===== src/rtl/pll_power_pkg.sv =====
// Shared definitions for the PLL power sequencer: state encoding, default
// timing constants and the per-state output decode (also used by the CSR
// readback logic to interpret state_out).
package pll_power_pkg;

  // State encoding is visible to software through state_out, so it is fixed.
  typedef enum logic [2:0] {
    ST_WAKE_LOCK = 3'd0,
    ST_SETTLE    = 3'd1,
    ST_TO_PLL    = 3'd2,
    ST_RUN       = 3'd3,
    ST_DRAIN     = 3'd4,
    ST_TO_SPI    = 3'd5,
    ST_SLEEP     = 3'd6,
    ST_RETRY     = 3'd7
  } pll_power_state_t;

  // Default timing constants (cycles of the 18 MHz oscillator clock).
  localparam int DEF_SYNC_STAGES         = 2;
  localparam int DEF_DCS_GUARD_CYCLES    = 8;
  localparam int DEF_LOCK_SETTLE_CYCLES  = 1024;
  localparam int DEF_LOCK_TIMEOUT_CYCLES = 65535;
  localparam int DEF_RETRY_OFF_CYCLES    = 64;

  // Control outputs driven towards the PLL, the DCS and the jpeg reset syncs.
  typedef struct packed {
    logic pllpowerdown_n;  // 0 = PLL powered down
    logic read_en;         // DCS select, 1 = SPI clock
    logic jpeg_reset_n;    // 0 = jpeg domain held in reset
  } pll_power_outs_t;

  // Output levels for each state. The jpeg domain only leaves reset while it
  // is clocked from a locked PLL (RUN/DRAIN), and the PLL is only off while
  // the DCS is parked on the SPI clock (SLEEP/RETRY).
  function automatic pll_power_outs_t state_outputs(input pll_power_state_t st);
    pll_power_outs_t outs;
    outs = '{pllpowerdown_n: 1'b1, read_en: 1'b1, jpeg_reset_n: 1'b0};
    case (st)
      ST_WAKE_LOCK: outs = '{pllpowerdown_n: 1'b1, read_en: 1'b1, jpeg_reset_n: 1'b0};
      ST_SETTLE:    outs = '{pllpowerdown_n: 1'b1, read_en: 1'b1, jpeg_reset_n: 1'b0};
      ST_TO_PLL:    outs = '{pllpowerdown_n: 1'b1, read_en: 1'b0, jpeg_reset_n: 1'b0};
      ST_RUN:       outs = '{pllpowerdown_n: 1'b1, read_en: 1'b0, jpeg_reset_n: 1'b1};
      ST_DRAIN:     outs = '{pllpowerdown_n: 1'b1, read_en: 1'b0, jpeg_reset_n: 1'b1};
      ST_TO_SPI:    outs = '{pllpowerdown_n: 1'b1, read_en: 1'b1, jpeg_reset_n: 1'b0};
      ST_SLEEP:     outs = '{pllpowerdown_n: 1'b0, read_en: 1'b1, jpeg_reset_n: 1'b0};
      ST_RETRY:     outs = '{pllpowerdown_n: 1'b0, read_en: 1'b1, jpeg_reset_n: 1'b0};
      default:      outs = '{pllpowerdown_n: 1'b1, read_en: 1'b1, jpeg_reset_n: 1'b0};
    endcase
    return outs;
  endfunction

endpackage


===== src/rtl/pll_power_sequencer_sync_bit.sv =====
// Multi-stage flip-flop synchronizer for a single asynchronous level.
// The reset value lets each input come out of reset in its safe state.
module sync_bit #(
  parameter int   STAGES    = 2,
  parameter logic RESET_VAL = 1'b0
) (
  input  logic clk_i,
  input  logic rst_ni,
  input  logic d_i,
  output logic q_o
);

  // At least one stage, even if a caller asks for zero.
  localparam int N = (STAGES < 1) ? 1 : STAGES;

  logic [N-1:0] sync_q;

  // Shift the raw input through the synchronizer chain.
  always_ff @(posedge clk_i or negedge rst_ni) begin
    if (!rst_ni) begin
      sync_q <= {N{RESET_VAL}};
    end else begin
      sync_q[0] <= d_i;
      for (int i = 1; i < N; i++) begin
        sync_q[i] <= sync_q[i-1];
      end
    end
  end

  assign q_o = sync_q[N-1];

endmodule


===== src/rtl/pll_power_sequencer.sv =====
// PLL power sequencer: turns a software sleep request into an ordered
// drain -> DCS-to-SPI -> PLL-off sequence, and reverses it on wake, keeping
// the jpeg domain in reset until the PLL has been locked and settled.
module pll_power_sequencer
  import pll_power_pkg::*;
#(
  parameter int SYNC_STAGES         = DEF_SYNC_STAGES,
  parameter int DCS_GUARD_CYCLES    = DEF_DCS_GUARD_CYCLES,
  parameter int LOCK_SETTLE_CYCLES  = DEF_LOCK_SETTLE_CYCLES,
  parameter int LOCK_TIMEOUT_CYCLES = DEF_LOCK_TIMEOUT_CYCLES,
  parameter int RETRY_OFF_CYCLES    = DEF_RETRY_OFF_CYCLES
) (
  input  logic       clock_in,
  input  logic       reset_n_in,
  input  logic       sleep_request_in,
  input  logic       camera_idle_in,
  input  logic       pll_locked_in,
  output logic       pllpowerdown_n_out,
  output logic       image_buffer_read_en_out,
  output logic       jpeg_reset_n_out,
  output logic [2:0] state_out,
  output logic       lock_fault_out
);

  // Counter sized for the largest timing constant; the +1 keeps the largest
  // load value representable when it is an exact power of two.
  localparam int MAX_A   = (DCS_GUARD_CYCLES > LOCK_SETTLE_CYCLES) ?
                           DCS_GUARD_CYCLES : LOCK_SETTLE_CYCLES;
  localparam int MAX_B   = (LOCK_TIMEOUT_CYCLES > RETRY_OFF_CYCLES) ?
                           LOCK_TIMEOUT_CYCLES : RETRY_OFF_CYCLES;
  localparam int MAX_CNT = (MAX_A > MAX_B) ? MAX_A : MAX_B;
  localparam int CNT_W   = (MAX_CNT < 1) ? 1 : $clog2(MAX_CNT + 1);

  // Synchronized inputs.
  logic sleep_s;
  logic idle_s;
  logic lock_s;

  // Camera idle comes out of reset as "busy" so no drain can complete early.
  sync_bit #(.STAGES(SYNC_STAGES), .RESET_VAL(1'b0)) u_sync_sleep (
    .clk_i  (clock_in),
    .rst_ni (reset_n_in),
    .d_i    (sleep_request_in),
    .q_o    (sleep_s)
  );

  sync_bit #(.STAGES(SYNC_STAGES), .RESET_VAL(1'b0)) u_sync_idle (
    .clk_i  (clock_in),
    .rst_ni (reset_n_in),
    .d_i    (camera_idle_in),
    .q_o    (idle_s)
  );

  sync_bit #(.STAGES(SYNC_STAGES), .RESET_VAL(1'b0)) u_sync_lock (
    .clk_i  (clock_in),
    .rst_ni (reset_n_in),
    .d_i    (pll_locked_in),
    .q_o    (lock_s)
  );

  pll_power_state_t   state_q, state_d;
  logic [CNT_W-1:0]   cnt_q, cnt_d;
  logic               fault_q, fault_d;
  pll_power_outs_t    outs_q, outs_d;
  logic               cnt_last;

  // Load value for the shared down-counter on entry into a state. States
  // that wait purely on inputs do not use the counter.
  function automatic logic [CNT_W-1:0] reload_for(input pll_power_state_t st);
    logic [CNT_W-1:0] val;
    val = '0;
    case (st)
      ST_WAKE_LOCK: val = CNT_W'(LOCK_TIMEOUT_CYCLES);
      ST_SETTLE:    val = CNT_W'(LOCK_SETTLE_CYCLES);
      ST_TO_PLL:    val = CNT_W'(DCS_GUARD_CYCLES);
      ST_TO_SPI:    val = CNT_W'(DCS_GUARD_CYCLES);
      ST_RETRY:     val = CNT_W'(RETRY_OFF_CYCLES);
      default:      val = '0;
    endcase
    return val;
  endfunction

  // The decrement that brings the counter to zero ends the timed state, so
  // a state loaded with N lasts exactly N cycles.
  assign cnt_last = (cnt_q <= CNT_W'(1));

  // Next-state, counter and sticky fault logic.
  always_comb begin
    state_d = state_q;
    fault_d = fault_q;
    cnt_d   = (cnt_q != '0) ? (cnt_q - CNT_W'(1)) : '0;

    case (state_q)
      ST_WAKE_LOCK: begin
        if (lock_s) begin
          state_d = ST_SETTLE;
        end else if (cnt_last) begin
          state_d = ST_RETRY;
          fault_d = 1'b1;
        end
      end
      ST_SETTLE: begin
        // Any drop in lock restarts the whole lock/settle wait.
        if (!lock_s) begin
          state_d = ST_WAKE_LOCK;
        end else if (cnt_last) begin
          state_d = ST_TO_PLL;
        end
      end
      ST_TO_PLL: begin
        if (cnt_last) begin
          state_d = ST_RUN;
        end
      end
      ST_RUN: begin
        if (!lock_s) begin
          state_d = ST_WAKE_LOCK;
        end else if (sleep_s) begin
          state_d = ST_DRAIN;
        end
      end
      ST_DRAIN: begin
        // The jpeg domain is still on the PLL here, so a lock loss must pull
        // it back into reset just as in RUN.
        if (!lock_s) begin
          state_d = ST_WAKE_LOCK;
        end else if (!sleep_s) begin
          state_d = ST_RUN;
        end else if (idle_s) begin
          state_d = ST_TO_SPI;
        end
      end
      ST_TO_SPI: begin
        if (cnt_last) begin
          state_d = ST_SLEEP;
          fault_d = 1'b0;
        end
      end
      ST_SLEEP: begin
        if (!sleep_s) begin
          state_d = ST_WAKE_LOCK;
        end
      end
      ST_RETRY: begin
        if (cnt_last) begin
          state_d = ST_WAKE_LOCK;
        end
      end
      default: begin
        state_d = ST_WAKE_LOCK;
      end
    endcase

    if (state_d != state_q) begin
      cnt_d = reload_for(state_d);
    end

    outs_d = state_outputs(state_d);
  end

  // State, counter, fault and output registers; reset parks the PLL on and
  // the jpeg domain in reset on the SPI clock.
  always_ff @(posedge clock_in or negedge reset_n_in) begin
    if (!reset_n_in) begin
      state_q <= ST_WAKE_LOCK;
      cnt_q   <= CNT_W'(LOCK_TIMEOUT_CYCLES);
      fault_q <= 1'b0;
      outs_q  <= state_outputs(ST_WAKE_LOCK);
    end else begin
      state_q <= state_d;
      cnt_q   <= cnt_d;
      fault_q <= fault_d;
      outs_q  <= outs_d;
    end
  end

  assign pllpowerdown_n_out       = outs_q.pllpowerdown_n;
  assign image_buffer_read_en_out = outs_q.read_en;
  assign jpeg_reset_n_out         = outs_q.jpeg_reset_n;
  assign state_out                = state_q;
  assign lock_fault_out           = fault_q;

endmodule


===== config.mk =====
export PLATFORM = sky130hd
export DESIGN_NAME = pll_power_sequencer
export DESIGN_NICKNAME = d
export VERILOG_FILES = /design/src/rtl/pll_power_pkg.sv /design/src/rtl/pll_power_sequencer_sync_bit.sv /design/src/rtl/pll_power_sequencer.sv
export SDC_FILE = /design/constraint.sdc
export NUM_CORES = 1
export LEC_CHECK = 0
export BUFFER_PORTS_ARGS = -buffer_cell sky130_fd_sc_hd__buf_2
export CORE_MARGIN = 4
export CORE_UTILIZATION = 64
export DETAILED_ROUTE_END_ITERATION = 7
export PLACE_DENSITY = 0.82
export SYNTH_ARGS = -nofsm -noshare
export SYNTH_HDL_FRONTEND = slang
export SYNTH_SLANG_ARGS = --single-unit

===== constraint.sdc =====
create_clock -name clock_in -period 5.2 [get_ports clock_in]
set_input_delay 1.04 -clock clock_in [delete_from_list [all_inputs] [get_ports clock_in]]
set_output_delay 1.04 -clock clock_in [all_outputs]
set_load 0.05 [all_outputs]

[Yosys cells after proc, flatten, opt, wreduce, memory -nomap -nowiden]
Memory sizes are Yosys's and may differ from the RTL's. A register that Yosys moved wholly into a read port is not among the register bits.
Index checks and enable logic that the tools add are counted.
Word-level totals
  flip-flop bits (word level): 26
  memory bits (read-only): 24
  bits of input ports: 5
  output and inout bits: 7
  logic and storage cells: 52
  memories: 1
Memories
  (no name shown): depth 8, width 3, read ports 1, clocked after memory_dff 1, write ports 0, line pll_power_pkg.sv:38  | case (st)
Cells by class
  $add $sub $neg: 1
  order comparisons: 1
  eq/ne operators: 15
  mux-type cells: 21
  reduce and logical (&&, ||, !) cells: 7
Operators with widths (count)
  $pmux 16 s4: 1
  $mux 3: 13
  $mux 16: 2
  $pmux 3 s8: 1
  $eq 3x3->1 const B: 6
  $le 16x1->1 const B: 1
  $reduce_bool 16->1: 1
  $sub 16x1->16 const B: 1
  $eq 3x2->1 const B: 3
  $eq 3x1->1 const B: 2
  $logic_not 3->1: 2
  $ne 2x2->1 const B: 3
  $reduce_and 4->1: 1
  $mux 1: 3
  $ne 3x3->1: 1
  $pmux 1 s2: 1
  $reduce_bool 2->1: 1
  $reduce_or 2->1: 1
  $logic_not 1->1: 1

[Longest topological paths before layout]
Gate-level depths: netlist of run 1.
  depth after elaboration: 8
  depth in mapped cells: 9
  mapped depth without buffers: 8

[Cells and area by module]
From an unflattened synthesis of run 1, not the netlist that was laid out.
Second synthesis, totals
  cells, all modules: 170
  area total of the unflattened synthesis: 1716.6 um2
By module, submodules not included
  pll_power_sequencer: times used 1, cells each 164, area an instance 1566.5 um2, seq. area each 598.1 um2
  sync_bit: times used 3, cells each 2, area an instance 50.0 um2, seq. area each 50.0 um2

[Worst setup path before layout of run 1]
Ideal clock, no wire load.
  path type: reg2reg
  from: register state_q[2], in the netlist state_out[2]
  to: register cnt_q[0]
  setup time: 79 ps
  arrival: 2193 ps
  data required time: 5121 ps
  path slack: 2929 ps
  stages on the path, launching flop included: 9
  path buffers: 2
  clock period less this slack: 2271 ps
  cells stage by stage: dfrtp_1 > clkbuf_1 > and4b_1 > a221oi_1 > a311oi_1 > nor3_2 > a31o_2 > buf_4 > o21ai_0
On the way
  cells in the longest elaborated chain, start to end: 8
  elaborated cells between the ends (all ways): 31
  those cells by class: 12 x eq/ne; 16 x mux; 3 x reduce/logical
RTL lines
  start, declared: line pll_power_sequencer.sv:61  | pll_power_state_t state_q, state_d;
  start signal, assigned: line pll_power_sequencer.sv:170  | state_q <= state_d;
  $mux 3: line pll_power_sequencer.sv:129  | end else if (idle_s) begin
  $mux 3: line pll_power_sequencer.sv:127  | end else if (!sleep_s) begin
  $mux 3: line pll_power_sequencer.sv:125  | if (!lock_s) begin
  $pmux 3 s8: line pll_power_sequencer.sv:93  | case (state_q)
  $eq 3x3->1 / $eq 3x2->1 (equally long branches): line pll_power_sequencer.sv:72  | case (st)
  $reduce_or 2->1 (no line)
  $pmux 16 s4: line pll_power_sequencer.sv:72
  $mux 16 *: line pll_power_sequencer.sv:154  | if (state_d != state_q) begin
  via cnt_d[0]: line pll_power_sequencer.sv:62  | logic [CNT_W-1:0] cnt_q, cnt_d;
  end signal, assigned: line pll_power_sequencer.sv:166  | cnt_q <= CNT_W'(LOCK_TIMEOUT_CYCLES);
  end signal, assigned: line pll_power_sequencer.sv:171  | cnt_q <= cnt_d;
  end, declared: line pll_power_sequencer.sv:62
The timed path passes the listed nets; every way through them passes the cells marked *.
A chain may end at the register's enable or synchronous reset.

[Worst setup path in the final report of run 1]
  from: register cnt_q[8]
  to: register cnt_q[6]
On the way
  cells in the longest elaborated chain, start to end: 8
  elaborated cells between the ends (all ways): 20
  those cells by class: 1 x order compare; 5 x eq/ne; 11 x mux; 3 x reduce/logical
RTL lines
  $le 16x1->1: line pll_power_sequencer.sv:85  | assign cnt_last = (cnt_q <= CNT_W'(1));
  $mux 3, on equally long branches: line pll_power_sequencer.sv:106, pll_power_sequencer.sv:97
  $mux 3, on equally long branches: line pll_power_sequencer.sv:104, pll_power_sequencer.sv:95
  $pmux 3 s8: line pll_power_sequencer.sv:93
  $eq 3x3->1 / $eq 3x2->1 (equally long branches): line pll_power_sequencer.sv:72
  $reduce_or 2->1 (no line)
  $pmux 16 s4: line pll_power_sequencer.sv:72
  $mux 16 *: line pll_power_sequencer.sv:154
  via cnt_d[6]: line pll_power_sequencer.sv:62
Marks and branches as above.

==> summary.txt, run 1 <==
Run status
  • Outcome: finished clean

Place
  • Placer congestion estimate: 0.869
  • Number of port buffers: 11
  • Inst Count DP: 203
  • HPWL Detailed: 2.32 mm
  • Placed cell area: 0.00175 mm^2

Power and ir drop
  • Leak: 0.721 nW
  • Cell-internal power: 0.345 mW
  • Psw: 0.0867 mW
  • Worst vdd ir: 196 uV
  • Switching share of power: 0.201
  • Pwr Density: 235 mW/mm^2
  • Total power: 0.432 mW
  • Combinational Power Share: 0.020
  • Clk pwr share: 0.445
  • Sequential power share: 0.535

Floorplan
  • Die area: 0.00355 mm^2
  • Row cnt: 18
  • # IOs: 12
  • Core area: 0.00250 mm^2
  • Die Ht: 59.6 um
  • Initial Utilization: 0.682
  • Die width: 59.6 um

Logic synthesis
  • Cell taking the most area after synthesis: dfstp_2
  • #FFs+latches synth: 29
  • Synth Area in XOR/XNOR: 0.0771
  • Synth top area share: 0.278
  • Ranking of synthesized cells by area: dfstp_2 (28%), dfrtp_1 (16%), o21ai_2 (5.7%), xnor2_1 (4.1%), xor2_1 (3.6%)
  • Count of cell types in the netlist: 42
  • Synth Area in Simple Gates: 0.215
  • Largest family of logic cells by synthesized area: simple AND/OR/NAND/NOR gates
  • Yosys warns: 0
  • Syn avg cell area: 9.97 um^2
  • Post-synthesis adder-cell area fraction: 0.0220
  • Mapped cell area: 0.00170 mm^2
  • Sequential share of the synthesized area: 0.439
  • Post-synthesis mux area share: 0.0125
  • Synthesized net count: 179
  • Post-synthesis compound-gate area fraction: 0.197
  • Synth Instances: 171

Clocking
  • Num CTS Buffers: 5
  • Post-CTS Resized: 0
  • Post-CTS setup buffers: 0
  • Root Buffer: clkbuf_4
  • Clk_lat worst skew: 310 ps
  • Cts hold-fix bufs: 0
  • CTS Sinks: 29
  • Maximum root-to-sink buffer count: 2
  • Clock slew at reported path FFs: 90 ps
  • H-tree levels: 2
  • CTS tree: done

Drt
  • DR WL/cell: 15.4 um
  • Residual DRC: 0
  • Router iterations before antenna repair: 4
  • Via count: 1279
  • Post-detailed-routing wire length: 3.26 mm
  • Via density per instance: 6.06
  • Antenna-violating nets left: 0
  • 1st-iter DRT viols: 39

Finish
  • Area grow syn2layout: 8.00%
  • Commonest non-fill, non-tap cell in the layout: dfstp_2
  • Nets: 188
  • Finished Core Util: 0.736
  • Layout cells sized above 1: 0.326
  • Antenna Cells: 0
  • Fin cells: 211
  • Final instance area: 0.00184 mm^2
  • Commonest cells after routing, fill and taps aside: dfstp_2 (18), nand2_1 (15), nor2_1 (15)

STA
  • Final hold vios: 0
  • Setup_tns: 0 ps
  • Minimum clock period: 2510 ps
  • Final setup violating endpoints: 0
  • Fmax: 398 MHz
  • Worst Max-Slew Pin Slew: 600 ps
  • Final period util: 0.483
  • RSZ-0062 raised after global routing: false
  • Relative slew margins: 0.600
  • Final Max Slew Viols: 0
  • Clock Skew: 10.5 ps

Setup path
  • Reg2Reg Depth: 6
  • WS Path Type: flop to flop
  • CP startpoint kind: flop
  • Worst path required time: 5410 ps
  • Worst Setup End Kind: flop
  • WP data arrival: 2730 ps
  • Critical path fanouts, max: 16

Global routing
  • Total grt overflow: 0
  • Vias in the first global route: 1274
  • Largest net degree at the start of global routing: 30
  • Total GRT Usage: 0.218
  • Initial antenna violation count: 0
  • First-pass GRT wire length: 5.77 mm

Min path
  • Hold path depth: 0
  • Worst hold path class: flop to flop

Flow run
  • Max Cap Violations: 0
flip-flops by register name, indices dropped and copies added (netlist names):
name / flops
u_sync_idle.sync_q: 2
image_buffer_read_en_out: 1
lock_fault_out: 1
pllpowerdown_n_out: 1
u_sync_sleep.sync_q: 2
u_sync_lock.sync_q: 2
cnt_q: 16
jpeg_reset_n_out: 1
state_out: 3
Yosys cell counts:
master / count
o22ai_1: 4
nand4b_4: 1
a21oi_1: 5
a22oi_1: 1
and4b_1: 1
nor2_1: 15
a221oi_1: 1
nand2b_1: 5
nand2_1: 15
buf_6: 1
nor3_2: 2
a31oi_1: 2
o221a_2: 1
dfstp_2: 18
o21ai_0: 9
o311ai_4: 1
xor2_1: 7
o221ai_1: 2
o21ai_1: 2
o21ai_2: 11
nor3_1: 8
a21boi_0: 2
and2_1: 1
inv_1: 5
or3_1: 3
mux2i_1: 1
ha_1: 3
a32oi_1: 1
nand2_2: 1
nor4_4: 1
nor4_1: 1
mux2_2: 1
nand3b_1: 5
clkbuf_1: 7
dfrtp_1: 11
buf_4: 1
or4_4: 2
o32ai_1: 1
a311oi_1: 1
nand3_1: 2
xnor2_1: 8
a31o_2: 1
layer usage:
| layer | track usage | vias to the layer above | wire, um | share of wire |
|---|---|---|---|---|
| met5 | 0 | - | 0 | 0 |
| met4 | 0.0633 | 0 | 34 | 0.010 |
| met3 | 0.0566 | 5 | 159 | 0.049 |
| met2 | 0.348 | 30 | 1600 | 0.49 |
| met1 | 0.292 | 610 | 1460 | 0.45 |
| li1 | - | 634 | - | - |
logic make-up (layout without fill, tap and decap cells):
kind of cell | Yosys count | after routing
AOI/OAI and AO/OA | 45 | 45
xor gates and xnor gates | 15 | 15
adders and majority gates | 3 | 3
buffers and inverters | 14 | 24
DFF | 29 | 29
muxes | 2 | 2
and+or+nand+nor | 63 | 63
layout make-up:
class | count | area (um^2)
multi-input combinational | 128 | 892
sequential | 29 | 748
fill | 167 | 659
timing repair buffer | 11 | 55.1
clock buffer | 6 | 51.3
clock inverter | 2 | 37.5
tap | 30 | 37.5
inverter | 5 | 18.8
through the flow:
| stage | hold slack [ps] | setup WS (ps) |
|---|---|---|
| final | 355 | 2690 |
| after global routing | 366 | 2510 |
| after CTS | 357 | 2680 |
| after detailed placement | 337 | 2720 |
| after global placement | 333 | 2790 |
| after floorplan | 331 | 2930 |
worst max-delay path: stages (launching register included):
cell	delay (ps)
dfstp_2	390
or4_4	570
nor4_4	360
a21oi_1	180
nor3_2	260
a31o_2	430
o221ai_1	230
final timing paths:
check,startpoint,end,slack [ps]
max in group asynchronous,reset_n_in,u_sync_lock.sync_q[1]$_DFF_PN0_,4070
min reg2reg,u_sync_sleep.sync_q[0]$_DFF_PN0_,u_sync_sleep.sync_q[1]$_DFF_PN0_,350
max,cnt_q[8]$_DFF_PN1_,cnt_q[6]$_DFF_PN1_,2690
min,u_sync_sleep.sync_q[0]$_DFF_PN0_,u_sync_sleep.sync_q[1]$_DFF_PN0_,350
max reg2reg,cnt_q[8]$_DFF_PN1_,cnt_q[6]$_DFF_PN1_,2690
min in group asynchronous,reset_n_in,state_out[2]$_DFF_PN0_,720
power groups by stage:
stage,Clock (mW),Sequential (mW),Combinational (mW)
2_1_floorplan,0,0.233,0.00490
3_3_place_gp,0,0.235,0.00906
3_5_place_dp,0,0.235,0.00918
4_1_cts,0.197,0.231,0.00919
5_1_grt,0.207,0.232,0.0102
6_report,0.192,0.231,0.00873
No activity file was read; power rests on OpenSTA's default activity.
==> inputs of run 2 (changes only) <==
ABC_AREA = 1   (was not set)
CORE_UTILIZATION = 60   (was 64)
PLACE_DENSITY = 0.77   (was 0.82)
clock period = 2.37 ns   (was 5.2 ns; I/O delays follow)
==> run 2 against run 1 <==
Sequential share of layout area down 6.3 points; highest routed layer unchanged; clock skew up 1.8 ps; clock power up 130%.
==> summary.txt, run 2 <==
Run status
  • Outcome: finished clean

Setup path
  • CP Cell Sequence: inv_1, ha_1, nor2_1, nor2_2, nand3_4, nand2_4, nand3_1, nor2_1, nand2_1, nand2_2, inv_4, buf_4, nand4_1, nand2_4
  • Reg-to-reg critical path endpoint: cnt_q[2]$_DFF_PN1_
  • WS Path Type: flop to flop
  • Worst Setup End Kind: flop
  • Worst r2r src: cnt_q[0]$_DFF_PN1_
  • Crit-path leading delay family: simple AND/OR/NAND/NOR gates
  • Max stage delay on crit path: 560 ps
  • Reg2Reg Depth: 14
  • Minimum setup slack among reg-to-reg paths: 160 ps
  • Critical path fanouts, max: 9
  • WP buf/inv: 3
  • WP data arrival: 2490 ps
  • CP max stage cell: dfstp_2
  • Worst path required time: 2650 ps
  • CP startpoint kind: flop

Drt
  • Via count: 1705
  • Router iterations before antenna repair: 4
  • Residual DRC: 0
  • 1st-iter DRT viols: 140
  • Post-detailed-routing wire length: 4.20 mm
  • Via density per instance: 5.52
  • DR WL/cell: 13.6 um
  • Antenna-violating nets left: 0

Logic synthesis
  • Main synth FF type: dfstp_2
  • Top post-synthesis cells by count: nand2_1 (48), nor2_1 (32), nand4_1 (25), dfstp_2 (18), inv_1 (18)
  • Synthesized net count: 255
  • Syn avg cell area: 8.03 um^2
  • Ranking of synthesized cells by area: dfstp_2 (24%), dfrtp_1 (14%), nand2_1 (9.1%), nand4_1 (7.9%), nor2_1 (6.1%)
  • Post-synth ARST share: 1.00
  • Sequential share of the synthesized area: 0.377
  • Mapped cell area: 0.00198 mm^2
  • Number of synthesized flops with an enable pin: 0
  • Cell taking the most area after synthesis: dfstp_2
  • Synth top area share: 0.238
  • #FFs+latches synth: 29
  • Synth Instances: 247
  • Count of cell types in the netlist: 31
  • Top-count cell post-synth: nand2_1
  • Yosys warns: 0

STA
  • Fmax: 453 MHz
  • Final WS setup: 163 ps
  • Relative slew margins: 0.573
  • Worst Max-Slew Pin Slew: 640 ps
  • Hold slack: 144 ps
  • Final Max Slew Viols: 0
  • Minimum clock period: 2210 ps
  • Final hold vios: 0
  • Final setup violating endpoints: 0
  • Clock Skew: 12.3 ps
  • Final period util: 0.931

Place
  • Pre-CTS setup slack: 156 ps
  • HPWL Detailed: 3.13 mm
  • Number of port buffers: 11
  • Placer congestion estimate: 0.939

Floorplan
  • Row cnt: 20
  • Die area: 0.00429 mm^2
  • Die Ht: 65.5 um
  • # IOs: 12
  • Core area: 0.00310 mm^2
  • Die width: 65.5 um
  • Initial Utilization: 0.640

Finish
  • Commonest cells after routing, fill and taps aside: nand2_1 (48), nor2_1 (32), nand4_1 (25)
  • Nets: 272
  • Antenna Cells: 0
  • Finished Core Util: 0.702
  • Top reg by flops: cnt_q
  • Layout cells sized above 1: 0.332
  • Commonest non-fill, non-tap cell in the layout: nand2_1
  • Area grow syn2layout: 9.77%
  • Number of flip-flops under the largest register name: 16
  • Fillcell total: 255

Clocking
  • Maximum root-to-sink buffer count: 2
  • Root Buffer: clkbuf_4
  • Cts hold-fix bufs: 0
  • CTS tree: done
  • Clock slew at reported path FFs: 100 ps
  • Num CTS Buffers: 5
  • H-tree levels: 2
  • Clk_lat worst skew: 330 ps
  • CTS Sinks: 29

Global routing
  • First-pass GRT wire length: 7.56 mm
  • Largest net degree at the start of global routing: 30
  • Initial antenna violation count: 0
  • Total grt overflow: 0
  • Total GRT Usage: 0.232
  • Vias in the first global route: 1549

Power and ir drop
  • Pwr Density: 437 mW/mm^2
  • Total power: 0.953 mW
  • Leak: 1.05 nW
  • Worst vdd ir: 515 uV

Flow run
  • Max Cap Violations: 0

Min path
  • Worst hold path class: input pin to asynchronous set/reset pin
run 2: cell types whose count changed after synthesis, sizes merged, moves of 6 or more:
cell	before	now
nor2	15	41
nand3	2	15
o21ai	22	6
xnor2	8	1
clkbuf	7	1
inv	5	24
nand4	0	26
nand2	16	69
run 2: area by class of cell:
type                    count  area, um^2  share of cell area
repair buffers             17         100              0.0460
flip-flops and latches     29         748               0.343
clock buffers               6        51.3              0.0235
clock inverters             2        37.5              0.0172
well taps                  44        55.1              0.0253
multi-input cells         186        1090               0.500
inverters                  25        97.6              0.0448
run 2: logic make-up (layout without fill, tap and decap cells):
family                     after synthesis  after routing  share of synthesized area
xor gates and xnor gates                 6              6                     0.0265
adders and majority gates                3              3                     0.0189
buffers and inverters                   32             50                     0.0788
AOI/OAI and AO/OA                       18             18                     0.0473
and+or+nand+nor                        159            159                      0.451
DFF                                     29             29                      0.377
run 2: power breakdown:
group / leakage, nW / internal (mW) / switching, mW / total (mW)
Sequential: 0.308 / 0.501 / 0.00467 / 0.506
Combinational: 0.693 / 0.00303 / 0.0109 / 0.0139
Clock: 0.0445 / 0.251 / 0.182 / 0.433
run 2: through the flow:
stage,area (um^2),instances,setup TNS [ps]
floorplan,1980,247,0
global placement,2070,299,0
detailed placement,2070,299,0
CTS,2150,307,0
global route,2180,309,-4.25
finish,2180,309,0
run 2: how the worst max path moves through the flow:
stage	startpoint	endpoint	slack, ps	cells past startpoint
2_1_floorplan	state_out[0]$_DFF_PN0_	cnt_q[11]$_DFF_PN1_	280	13
3_3_place_gp	cnt_q[0]$_DFF_PN1_	cnt_q[9]$_DFF_PN1_	240	13
3_5_place_dp	cnt_q[0]$_DFF_PN1_	cnt_q[2]$_DFF_PN1_	160	13
4_1_cts	cnt_q[0]$_DFF_PN1_	cnt_q[15]$_DFF_PN1_	130	13
5_1_grt	cnt_q[1]$_DFF_PN1_	cnt_q[2]$_DFF_PN1_	-4	13
6_report	cnt_q[0]$_DFF_PN1_	cnt_q[2]$_DFF_PN1_	160	14
run 2: worst reg2reg max path, stage by stage (launching register included):
cell,delay [ps]
dfstp_2,560
inv_1,80
ha_1,230
nor2_1,130
nor2_2,80
nand3_4,130
nand2_4,100
nand3_1,90
nor2_1,70
nand2_1,70
nand2_2,60
inv_4,110
buf_4,170
nand4_1,150
nand2_4,110
run 2: per-layer routing:
| layer | GRT usage | part of all wire |
|---|---|---|
| met1 | 0.356 | 0.51 |
| met2 | 0.310 | 0.43 |
| met3 | 0.0632 | 0.057 |
| met4 | 0.0777 | 0.0083 |
| met5 | 0 | 0 |
run 2: what timing repair did:
action,CTS,global route
buffers inserted,0,2
gates resized for setup,0,1
hold endpoints to repair,0,0
endpoints found under the setup margin,0,13
==> inputs of run 3 (changes only) <==
CORE_UTILIZATION = 65   (was 60)
PLACE_DENSITY = 0.82   (was 0.77)
REMOVE_ABC_BUFFERS = 1   (was not set)
clock period = 2.7 ns   (was 2.37 ns; I/O delays follow)
==> run 3 against run 2 <==
Core utilization increased by 3.3 points; count of clock-buffer cells in the layout increased by 2; sequential power decreased by 12%; register-to-register slack improved by 240 ps; wire length decreased by 0.79%; cell count decreased by 6.1%; critical path depth decreased by 1; clock skew decreased by 4.9 ps; largest cell class unchanged; largest power group unchanged; highest routed layer unchanged.
==> summary.txt, run 3 (same netlist as run 2, synthesis figures left out) <==
Power and ir drop
  • Pwr Density: 351 mW/mm^2
  • Cell-internal power: 0.571 mW
  • Leak: 1.02 nW
  • Worst vdd ir: 278 uV
  • Total power: 0.729 mW
  • Combinational Power Share: 0.017
  • Switching share of power: 0.217
  • Clk pwr share: 0.374
  • Sequential power share: 0.609
  • Psw: 0.158 mW

STA
  • Minimum clock period: 2300 ps
  • Final setup violating endpoints: 0
  • RSZ-0062 raised after global routing: false
  • Final hold vios: 0
  • Final Max Slew Viols: 0
  • Hold slack: 234 ps
  • Worst Max-Slew Pin Slew: 634 ps
  • Final period util: 0.852
  • Relative slew margins: 0.577
  • Fmax: 435 MHz
  • Final WS setup: 399 ps
  • Clock Skew: 7.44 ps
  • Setup_tns: 0 ps

Clocking
  • Post-CTS setup buffers: 0
  • Num CTS Buffers: 5
  • CTS Sinks: 29
  • H-tree levels: 2
  • Cts hold-fix bufs: 0
  • Post-CTS Resized: 0
  • Root Buffer: clkbuf_4
  • Maximum root-to-sink buffer count: 2
  • CTS tree: done
  • Clock slew at reported path FFs: 90 ps
  • Clk_lat worst skew: 320 ps

Place
  • Pre-CTS setup slack: 433 ps
  • HPWL Detailed: 3.08 mm
  • Placer congestion estimate: 0.942
  • Number of port buffers: 11

Drt
  • 1st-iter DRT viols: 178
  • Via density per instance: 5.83
  • Antenna-violating nets left: 0
  • Residual DRC: 0
  • DR WL/cell: 14.4 um
  • Post-detailed-routing wire length: 4.17 mm
  • Via count: 1690
  • Router iterations before antenna repair: 4

Finish
  • Area grow syn2layout: 4.73%
  • Number of flip-flops under the largest register name: 16
  • Commonest non-fill, non-tap cell in the layout: nand2_1
  • Layout cells sized above 1: 0.309
  • Nets: 266
  • Top reg by flops: cnt_q
  • Footprint of the multi-input gates: 0.00108 mm^2
  • Commonest cells after routing, fill and taps aside: nand2_1 (48), nor2_1 (32), nand4_1 (25)
  • Finished Core Util: 0.735
  • Antenna Cells: 0
  • Fillcell total: 233
  • Sequential cell area: 748 um^2

Setup path
  • Crit path launch: cnt_q[0]$_DFF_PN1_
  • Reg-to-reg critical path endpoint: cnt_q[11]$_DFF_PN1_
  • CP Cell Sequence: inv_1, ha_1, nor2_1, nor2_2, nand3_4, nand2_1, o21ai_0, nand2_1, nand2_2, nand3_4, nand3_4, nand2_4, nand2_2
  • Worst r2r src: cnt_q[0]$_DFF_PN1_
  • Worst path required time: 2970 ps
  • Worst Setup End Kind: flop
  • CP startpoint kind: flop
  • Minimum setup slack among reg-to-reg paths: 400 ps
  • Crit-path most repeated cell: nand3_4
  • WS Path Type: flop to flop
  • CP max stage cell: dfstp_2
  • Critical path fanouts, max: 17
  • Reg2Reg Depth: 13
  • WP data arrival: 2570 ps
  • Crit path to: cnt_q[11]$_DFF_PN1_
  • Max stage delay on crit path: 560 ps

Global routing
  • Vias in the first global route: 1618
  • Total GRT Usage: 0.239
  • Largest net degree at the start of global routing: 30
  • Total grt overflow: 0
  • Initial antenna violation count: 0
  • First-pass GRT wire length: 7.56 mm

Floorplan
  • Initial Utilization: 0.701
  • # IOs: 12
  • Die width: 63.3 um
  • Die area: 0.00400 mm^2
  • Die Ht: 63.3 um
  • Row cnt: 19
  • Core area: 0.00283 mm^2

Run status
  • Outcome: finished clean

Flow run
  • Max Cap Violations: 0

Min path
  • Worst hold path class: input pin to asynchronous set/reset pin
## run 3: routing by layer
layer  GRT usage  up-vias  wire [um]
li1            -      835          -
met1       0.339      797       1960
met2       0.370       53       1940
met3      0.0480        5        216
met4      0.0647        0         47
met5           0        -          0
## run 3: area by class of cell
| cell class | count | area share |
|---|---|---|
| clock buffer | 8 | 0.0283 |
| inverter | 25 | 0.0470 |
| multi-input combinational | 186 | 0.520 |
| timing repair buffer | 11 | 0.0265 |
| tap | 31 | 0.0187 |
| sequential | 29 | 0.360 |
## run 3: worst max-delay path: cells and delay by family (launching register included)
family                   cells  cell delay [ps]
adder cells (fa/ha/maj)      1              230
buffers and inverters        1               80
AO/OA/AOI/OAI                1               80
flip-flops                   1              560
AND/OR/NAND/NOR             10             1290
## run 3: worst min path at each step
stage	start	endpoint
2_1_floorplan	reset_n_in	jpeg_reset_n_out$_DFF_PN0_
3_3_place_gp	u_sync_sleep.sync_q[0]$_DFF_PN0_	u_sync_sleep.sync_q[1]$_DFF_PN0_
3_5_place_dp	u_sync_sleep.sync_q[0]$_DFF_PN0_	u_sync_sleep.sync_q[1]$_DFF_PN0_
4_1_cts	reset_n_in	u_sync_lock.sync_q[0]$_DFF_PN0_
5_1_grt	reset_n_in	u_sync_lock.sync_q[0]$_DFF_PN0_
6_report	reset_n_in	u_sync_lock.sync_q[0]$_DFF_PN0_
## run 3: stage by stage
stage,area [um^2],instances
after CTS,2080,290
after floorplan,1930,240
final,2080,290
after global routing,2080,290
after global placement,2020,282
after detailed placement,2020,282
## run 3: power by group through the flow
stage	combinational, mW	clock (mW)	sequential, mW
2_1_floorplan	0.00154	0	0.450
3_3_place_gp	0.0126	0	0.451
5_1_grt	0.0148	0.310	0.445
6_report	0.0124	0.273	0.444
3_5_place_dp	0.0131	0	0.451
4_1_cts	0.0131	0.283	0.444
